`src/rtl/fifo_rd_pkg.sv`:
```
// Shared types and default widths for the FIFO-to-AXI-Stream read path.
package fifo_rd_pkg;

  localparam int DATA_W_DEF = 32;
  localparam int LEN_W_DEF  = 16;

  typedef enum logic [1:0] {
    ST_IDLE   = 2'd0,
    ST_STREAM = 2'd1,
    ST_DRAIN  = 2'd2
  } rd_state_e;

endpackage

```
`src/rtl/axis_skid_buf.sv`:
```
// Two-entry registered stream buffer; entry 0 drives the m_axis outputs directly.
module axis_skid_buf #(
  parameter int DATA_W = 32
) (
  input  logic              clk,
  input  logic              rst_n,
  input  logic              in_valid,
  input  logic [DATA_W-1:0] in_data,
  input  logic              in_last,
  output logic              m_axis_tvalid,
  input  logic              m_axis_tready,
  output logic [DATA_W-1:0] m_axis_tdata,
  output logic              m_axis_tlast,
  output logic [1:0]        occ
);

  logic [DATA_W-1:0] data1;
  logic              last1;
  logic              pop;

  assign pop           = (occ != 2'd0) && m_axis_tready;
  assign m_axis_tvalid = (occ != 2'd0);

  always_ff @(posedge clk or negedge rst_n) begin
    if (!rst_n) begin
      occ          <= 2'd0;
      m_axis_tdata <= '0;
      m_axis_tlast <= 1'b0;
      data1        <= '0;
      last1        <= 1'b0;
    end else begin
      case ({in_valid, pop})
        2'b10: begin
          if (occ == 2'd0) begin
            m_axis_tdata <= in_data;
            m_axis_tlast <= in_last;
          end else begin
            data1 <= in_data;
            last1 <= in_last;
          end
          occ <= occ + 2'd1;
        end
        2'b01: begin
          // Draining to empty clears tlast so a stale flag never lingers on the head.
          if (occ == 2'd2) begin
            m_axis_tdata <= data1;
            m_axis_tlast <= last1;
          end else begin
            m_axis_tlast <= 1'b0;
          end
          occ <= occ - 2'd1;
        end
        2'b11: begin
          if (occ == 2'd2) begin
            m_axis_tdata <= data1;
            m_axis_tlast <= last1;
            data1        <= in_data;
            last1        <= in_last;
          end else begin
            m_axis_tdata <= in_data;
            m_axis_tlast <= in_last;
          end
        end
        default: ;
      endcase
    end
  end

endmodule

```
`src/rtl/fifo_axis_reader.sv`:
```
// Drains a show-ahead FIFO into an AXI-Stream master, one packet per length command.
module fifo_axis_reader
  import fifo_rd_pkg::*;
#(
  parameter int DATA_W = DATA_W_DEF,
  parameter int LEN_W  = LEN_W_DEF
) (
  input  logic              clk,
  input  logic              rst_n,
  input  logic              cmd_valid,
  output logic              cmd_ready,
  input  logic [LEN_W-1:0]  cmd_len,
  output logic              fifo_rd_en,
  input  logic [DATA_W-1:0] fifo_dout,
  input  logic              fifo_empty,
  output logic              m_axis_tvalid,
  input  logic              m_axis_tready,
  output logic [DATA_W-1:0] m_axis_tdata,
  output logic              m_axis_tlast,
  output logic              busy,
  output logic              done
);

  // state     | meaning
  // ST_IDLE   | waiting for a length command
  // ST_STREAM | issuing FIFO reads until the last beat has been read
  // ST_DRAIN  | reads finished, waiting for the tlast handshake

  rd_state_e        state_q;
  logic [LEN_W-1:0] remaining_q;
  logic [1:0]       occ;
  logic             last_rd;
  logic             pop;

  assign cmd_ready  = (state_q == ST_IDLE);
  assign busy       = (state_q != ST_IDLE);
  // Read enable depends on registered state and FIFO flags only, never on tready.
  assign fifo_rd_en = (state_q == ST_STREAM) && !fifo_empty && (occ != 2'd2);
  assign last_rd    = (remaining_q == LEN_W'(1));
  assign pop        = m_axis_tvalid && m_axis_tready;

  always_ff @(posedge clk or negedge rst_n) begin
    if (!rst_n) begin
      state_q     <= ST_IDLE;
      remaining_q <= '0;
      done        <= 1'b0;
    end else begin
      done <= 1'b0;
      case (state_q)
        ST_IDLE: begin
          if (cmd_valid) begin
            if (cmd_len != '0) begin
              remaining_q <= cmd_len;
              state_q     <= ST_STREAM;
            end else begin
              done <= 1'b1;
            end
          end
        end
        ST_STREAM: begin
          if (fifo_rd_en) begin
            remaining_q <= remaining_q - LEN_W'(1);
            if (last_rd) state_q <= ST_DRAIN;
          end
        end
        ST_DRAIN: begin
          if (pop && m_axis_tlast) begin
            state_q <= ST_IDLE;
            done    <= 1'b1;
          end
        end
        default: state_q <= ST_IDLE;
      endcase
    end
  end

  axis_skid_buf #(.DATA_W(DATA_W)) u_skid (
    .clk           (clk),
    .rst_n         (rst_n),
    .in_valid      (fifo_rd_en),
    .in_data       (fifo_dout),
    .in_last       (last_rd),
    .m_axis_tvalid (m_axis_tvalid),
    .m_axis_tready (m_axis_tready),
    .m_axis_tdata  (m_axis_tdata),
    .m_axis_tlast  (m_axis_tlast),
    .occ           (occ)
  );

endmodule

```
`config.mk`:
```
export PLATFORM = sky130hd
export DESIGN_NAME = fifo_axis_reader
export DESIGN_NICKNAME = d
export VERILOG_FILES = /design/src/rtl/fifo_rd_pkg.sv /design/src/rtl/axis_skid_buf.sv /design/src/rtl/fifo_axis_reader.sv
export SDC_FILE = /design/constraint.sdc
export NUM_CORES = 1
export LEC_CHECK = 0
export ABC_AREA = 1
export BUFFER_PORTS_ARGS = -buffer_cell sky130_fd_sc_hd__clkbuf_2
export CAP_MARGIN = 5
export CORE_MARGIN = 2
export CORE_UTILIZATION = 51
export DETAILED_ROUTE_END_ITERATION = 7
export GPL_TIMING_DRIVEN = 0
export PLACE_DENSITY_LB_ADDON = 0.3
export SETUP_SLACK_MARGIN = 0.3
export SYNTH_ARGS = -nofsm -noshare
export SYNTH_HDL_FRONTEND = slang
export SYNTH_SLANG_ARGS = --single-unit
```
`constraint.sdc`:
```
create_clock -name clk -period 1.9 [get_ports clk]
set_input_delay 0.38 -clock clk [delete_from_list [all_inputs] [get_ports clk]]
set_output_delay 0.38 -clock clk [all_outputs]
set_load 0.02 [all_outputs]
```
==> flow_metrics.env, run 1 <==
export IMPL_status="complete, but fails checks"
export IMPL_failed_checks="negative setup slack"
export IMPL_synth_top_cell_area_share_pct=44.9
export IMPL_hold_viol_final=0
export IMPL_num_nets_final=815
export IMPL_syn_nets=676
export IMPL_ys_types=27
export IMPL_syn_to_final_growth_pct=32.7
export IMPL_drtPass1Iterations=5
export IMPL_worstPathArrival_ns=2.40
export IMPL_cellLeakagePower_nw=3.30
export IMPL_p_per_area_nw_per_um2=1710
export IMPL_via_per_inst=5.14
export IMPL_antenna_found_initial=0
export IMPL_io_pins=91
export IMPL_yosys_warnings=0
export IMPL_synthXorXnorAreaFrac_pct=0.361
export IMPL_postPlaceCellArea_um2=5510
export IMPL_end_kind="register"
export IMPL_yosys_area_share_simple_pct=25.3
export IMPL_dp_cells=837
export IMPL_coreArea_um2=9240
export IMPL_grt_use_total_pct=24.1
export IMPL_synthTopCellsByArea="dfrtp_1, nand2_1, o21ai_2"
export IMPL_r2r_setup_slack_ns=-0.20
export IMPL_place_congestion=0.884
export IMPL_synth_compound_area_share_pct=15.9
export IMPL_clock_fmax_mhz=477
export IMPL_p_comb_share_pct=58.2
export IMPL_rows=35
export IMPL_yosys_mux_area_fraction_pct=0
export IMPL_hold_slack_ns=0.0296
export IMPL_vias=4578
export IMPL_final_cell_mix="nand2_1, clkbuf_2, inv_1"
export IMPL_netlist_instances=617
export IMPL_syn_avg_cell_area_um2=7.86
export IMPL_fill_cells=700
export IMPL_clk_insertion_delay_late_ns=0.36
export IMPL_cts_buffers=9
export IMPL_synth_fa_ha_area_share_pct=1.55
export IMPL_cp_max_fo=7
export IMPL_postRouteAntennaNets=0
export IMPL_ys_seq_area_share_pct=44.9
export IMPL_grt_ovfl_total=0
export IMPL_rsz0062_at_grt="yes"
export IMPL_cts_tree="built"
export IMPL_drt_wl_total_um=12700
export IMPL_initialDrtViolationCount=304
export IMPL_finalCritPeriodShare_pct=110
export IMPL_path_clk_slew_ns=0.10
export IMPL_setup_ws_ns=-0.198
export IMPL_synth_top_family_by_area="simple AND/OR/NAND/NOR gates"
export IMPL_die_h_um=102
export IMPL_hp_class="input pin to async pin"
export IMPL_clock_skew_ns=0.00873
export IMPL_setup_violations=65
export IMPL_ys_ff_latch=87
export IMPL_die_w_um=102
export IMPL_port_buffers=90
export IMPL_synth_area_leader_cell="dfrtp_1"
export IMPL_final_layout_size_suffix_gt1_share_pct=36.5
export IMPL_relSlewSlack_pct=61.5
export IMPL_utilization_pct=69.7
export IMPL_h_tree_depth=3
export IMPL_p_sw_mw=4.83
export IMPL_min_period_ns=2.10
export IMPL_p_total_mw=11.0
export IMPL_drv_slew=0
export IMPL_clock_sinks=87
export IMPL_start_kind="register"
export IMPL_internal_power_mw=6.15
export IMPL_drc=0
export IMPL_maxCapViolations=0
export IMPL_wl_per_cell_um=14.3
export IMPL_n_antenna_cell=0
export IMPL_crit_type="register to register"
export IMPL_grt_pass1_vias=4289
export IMPL_pre_cts_slack_ns=-0.439
export IMPL_grt_first_pass_wirelength_um=19600
export IMPL_clockRootBuffer="clkbuf_8"
export IMPL_layout_cells_non_filler=890
export IMPL_final_common_cell="nand2_1"
export IMPL_swShare_pct=44.0
export IMPL_syn_area_um2=4850
export IMPL_cts_hold_fix_buffers=0
export IMPL_start_util_pct=52.5
export IMPL_share_seq_of_total_power_pct=29.4
export IMPL_grt_max_degree=50
export IMPL_dpl_hpwl_um=7990
export IMPL_cp_required_ns=2.20
export IMPL_ir_drop_v=0.000872
export IMPL_p_clk_share_pct=12.4
export IMPL_die_area_um2=10300
export IMPL_cts_buffer_depth=2
export IMPL_finalSetupTns_ns=-8.76
export IMPL_design_area_um2=6440
export IMPL_worst_pin_slew_ns=0.578
logic make-up (layout without fill, tap and decap cells):
| group | Yosys count | count (layout) |
|---|---|---|
| compound gates | 116 | 116 |
| xor+xnor | 2 | 2 |
| fa+ha+maj | 6 | 6 |
| buf+inv | 126 | 270 |
| flops | 87 | 87 |
| simple gates | 280 | 280 |
flip-flops by register name, indices dropped and copies added, names as in the netlist:
signal	flops
u_skid.data1	32
u_skid.m_axis_tdata	32
remaining_q	16
state_q	2
u_skid.occ	2
done	1
u_skid.last1	1
u_skid.m_axis_tlast	1
Yosys cell counts:
master and instances:
buf_4 2, ha_1 6, buf_2 10, nor2_2 2, o21ai_0 38, buf_1 1, dfrtp_1 87, nand2_1 159
nand3_1 62, buf_6 12, inv_2 5, clkbuf_1 1, or2_2 8, nor2_1 36, nand2_2 1, o21ai_2 49
o21ai_1 24, xor2_1 2, nor3_4 2, inv_1 95, a31oi_1 1, nand4_1 5, o2111ai_1 1, o21a_1 1
a21oi_1 2, nand3b_1 1, nor2_4 4
per-layer routing:
metal / GRT usage, % / vias to the layer above / wire, um
met1: 31.6 / 2132 / 5410
met2: 39.4 / 181 / 6250
met3: 4.90 / 29 / 792
met5: 0 / - / 0
met4: 9.15 / 0 / 276
li1: - / 2236 / -
cell type report:
class	instances	area (um^2)	area share [%]
Buffer	26	312	4.84
Clock inverter	6	67.6	1.05
Sequential cell	87	2180	33.8
Multi-Input combinational cell	404	2230	34.6
Tap cell	129	161	2.51
Clock buffer	10	138	2.14
Timing Repair Buffer	128	967	15.0
Inverter	100	385	5.98
power by group through the flow:
| stage | combinational, mW | clock, mW | sequential, mW |
|---|---|---|---|
| global route | 6.96 | 1.47 | 3.30 |
| CTS | 5.82 | 1.38 | 3.21 |
| global placement | 4.65 | 0 | 3.19 |
| floorplan | 3.27 | 0 | 3.49 |
| detailed placement | 4.79 | 0 | 3.24 |
| finish | 6.39 | 1.36 | 3.23 |
critical path: stages (launching register included):
cell	delay (ns)
dfrtp_1	0.44
nor2_4	0.16
inv_4	0.05
nor3_4	0.20
inv_2	0.10
buf_6	0.13
ha_4	0.15
nor3_4	0.28
buf_12	0.19
buf_12	0.11
buf_16	0.10
nand2_1	0.06
o21ai_2	0.05
repair_timing:
action / 4_1_cts / 5_1_grt
pin swaps: 9 / 10
buffers inserted: 22 / 7
cloned: 5 / 3
endpoints found under the setup margin: 88 / 88
gates resized for setup: 69 / 50
path summary, 6_finish.rpt:
kind                                   from                       to  cells after the start
min in group clk              fifo_dout[28]         u_skid.data1[28]                      3
max in group asynchronous             rst_n            u_skid.occ[0]                      2
setup / recovery                 state_q[1]  u_skid.m_axis_tdata[22]                     12
setup reg to reg                 state_q[1]  u_skid.m_axis_tdata[22]                     12
hold / removal                        rst_n   u_skid.m_axis_tdata[7]                      1
hold reg to reg            u_skid.data1[12]         u_skid.data1[12]                      2
(Power assumes the default switching activity.)
==> inputs of run 2 (changes only) <==
- SETUP_SLACK_MARGIN: 0.3 -> 0.02
==> flow_metrics.env, run 2 (same netlist as run 1, synthesis figures left out) <==
export IMPL_initialDrtViolationCount=241
export IMPL_clock_skew_ns=0.0138
export IMPL_cp_required_ns=2.19
export IMPL_min_period_ns=2.09
export IMPL_reg2regPathDepth=12
export IMPL_ir_drop_v=0.000975
export IMPL_start_kind="register"
export IMPL_die_w_um=102
export IMPL_cellLeakagePower_nw=3.52
export IMPL_end_kind="register"
export IMPL_failed_checks="negative setup slack"
export IMPL_via_per_inst=5.29
export IMPL_cts_buffer_depth=2
export IMPL_clockRootBuffer="clkbuf_8"
export IMPL_die_area_um2=10300
export IMPL_cts_hold_fix_buffers=0
export IMPL_final_layout_size_suffix_gt1_share_pct=44.1
export IMPL_finalCritPeriodShare_pct=110
export IMPL_r2r_setup_slack_ns=-0.19
export IMPL_grt_ovfl_total=0
export IMPL_cts_buffers=9
export IMPL_p_per_area_nw_per_um2=1740
export IMPL_wl_per_cell_um=16.2
export IMPL_worst_pin_slew_ns=0.550
export IMPL_r2r_end="u_skid.m_axis_tdata[4]"
export IMPL_postPlaceCellArea_um2=5510
export IMPL_reg2reg_from="state_q[1]"
export IMPL_postRouteAntennaNets=0
export IMPL_drv_slew=0
export IMPL_reg_largest_list="u_skid.data1 x32, u_skid.m_axis_tdata x32, remaining_q x16"
export IMPL_start_util_pct=52.5
export IMPL_hold_viol_final=0
export IMPL_clock_fmax_mhz=479
export IMPL_drc=0
export IMPL_final_common_cell="nand2_1"
export IMPL_pre_cts_slack_ns=-0.383
export IMPL_antenna_found_initial=0
export IMPL_rows=35
export IMPL_relSlewSlack_pct=63.3
export IMPL_worstPathArrival_ns=2.38
export IMPL_design_area_um2=6870
export IMPL_setup_ws_ns=-0.189
export IMPL_dpl_hpwl_um=7990
export IMPL_cts_tree="built"
export IMPL_clk_insertion_delay_late_ns=0.37
export IMPL_n_antenna_cell=0
export IMPL_hp_class="input pin to async pin"
export IMPL_rsz0062_at_grt="yes"
export IMPL_h_tree_depth=3
export IMPL_clock_sinks=87
export IMPL_die_h_um=102
export IMPL_io_pins=91
export IMPL_grt_pass1_vias=4404
export IMPL_setup_violations=65
export IMPL_finalSetupTns_ns=-9.28
export IMPL_status="complete, but fails checks"
export IMPL_port_buffers=90
export IMPL_cp_max_fo=5
export IMPL_path_clk_slew_ns=0.09
export IMPL_coreArea_um2=9240
export IMPL_grt_max_degree=52
export IMPL_syn_to_final_growth_pct=41.6
export IMPL_grt_first_pass_wirelength_um=20600
export IMPL_grt_use_total_pct=25.3
export IMPL_place_congestion=0.906
export IMPL_drt_wl_total_um=14300
export IMPL_maxCapViolations=0
export IMPL_p_total_mw=12.0
export IMPL_final_cell_mix="nand2_1, inv_1, clkbuf_2"
export IMPL_crit_type="register to register"
export IMPL_drtPass1Iterations=5
export IMPL_vias=4684
export IMPL_num_nets_final=811
-- run 2: how the worst max path moves through the flow --
stage                  start                 endpoint  cells past startpoint
2_1_floorplan     state_q[1]   u_skid.m_axis_tdata[1]                     10
3_3_place_gp           rst_n  u_skid.m_axis_tdata[24]                      1
3_5_place_dp   u_skid.occ[0]  u_skid.m_axis_tdata[26]                     11
4_1_cts           state_q[0]  u_skid.m_axis_tdata[30]                     14
5_1_grt           state_q[1]         u_skid.data1[29]                     14
6_report          state_q[1]   u_skid.m_axis_tdata[4]                     12
-- run 2: critical path: stages, from the launching register on --
cell and delay, ns:
dfrtp_1 0.43, nor2_4 0.15, inv_4 0.05, nor3_4 0.22
inv_2 0.10, buf_6 0.13, ha_4 0.15, nor3_4 0.20
buf_6 0.16, buf_12 0.15, clkbuf_16 0.17, nand2_4 0.05
o21ai_2 0.06
-- run 2: final cells by class --
| type | count | area, um^2 |
|---|---|---|
| buffer | 26 | 349 |
| tap | 129 | 161 |
| multi-input combinational | 404 | 2610 |
| fill | 645 | 2370 |
| clock buffer | 10 | 128 |
| timing repair buffer | 124 | 962 |
| sequential | 87 | 2180 |
| inverter | 100 | 390 |
| clock inverter | 6 | 92.6 |
-- run 2: per-layer routing --
| metal | GRT usage (%) | vias up | part of all wire [%] |
|---|---|---|---|
| li1 | - | 2216 | - |
| met1 | 33.7 | 2252 | 41 |
| met2 | 42.3 | 174 | 51 |
| met3 | 4.49 | 42 | 5.5 |
| met4 | 7.48 | 0 | 2.6 |
| met5 | 0 | - | 0 |
-- run 2: stage by stage --
step | instances | hold slack (ns) | utilization, %
floorplan | 617 | 0.0844 | -
global placement | 836 | 0.456 | 59.3
detailed placement | 837 | 0.424 | 59.6
CTS | 875 | 0.0354 | 67.6
global route | 886 | 0.0457 | 74.4
finish | 886 | 0.0200 | 74.4
-- run 2: power breakdown --
group / leakage, nW / switching, mW / internal [mW]
registers: 1.09 / 0.653 / 2.67
logic: 2.33 / 4.05 / 3.13
clock network: 0.103 / 0.735 / 0.749
total: 3.52 / 5.44 / 6.55
-- run 2: what timing repair did --
action | CTS | global route
gates resized for setup | 107 | 123
cloned | 6 | 6
setup endpoints to repair | 67 | 79
setup buffers | 16 | 7
pin swaps | 13 | 25
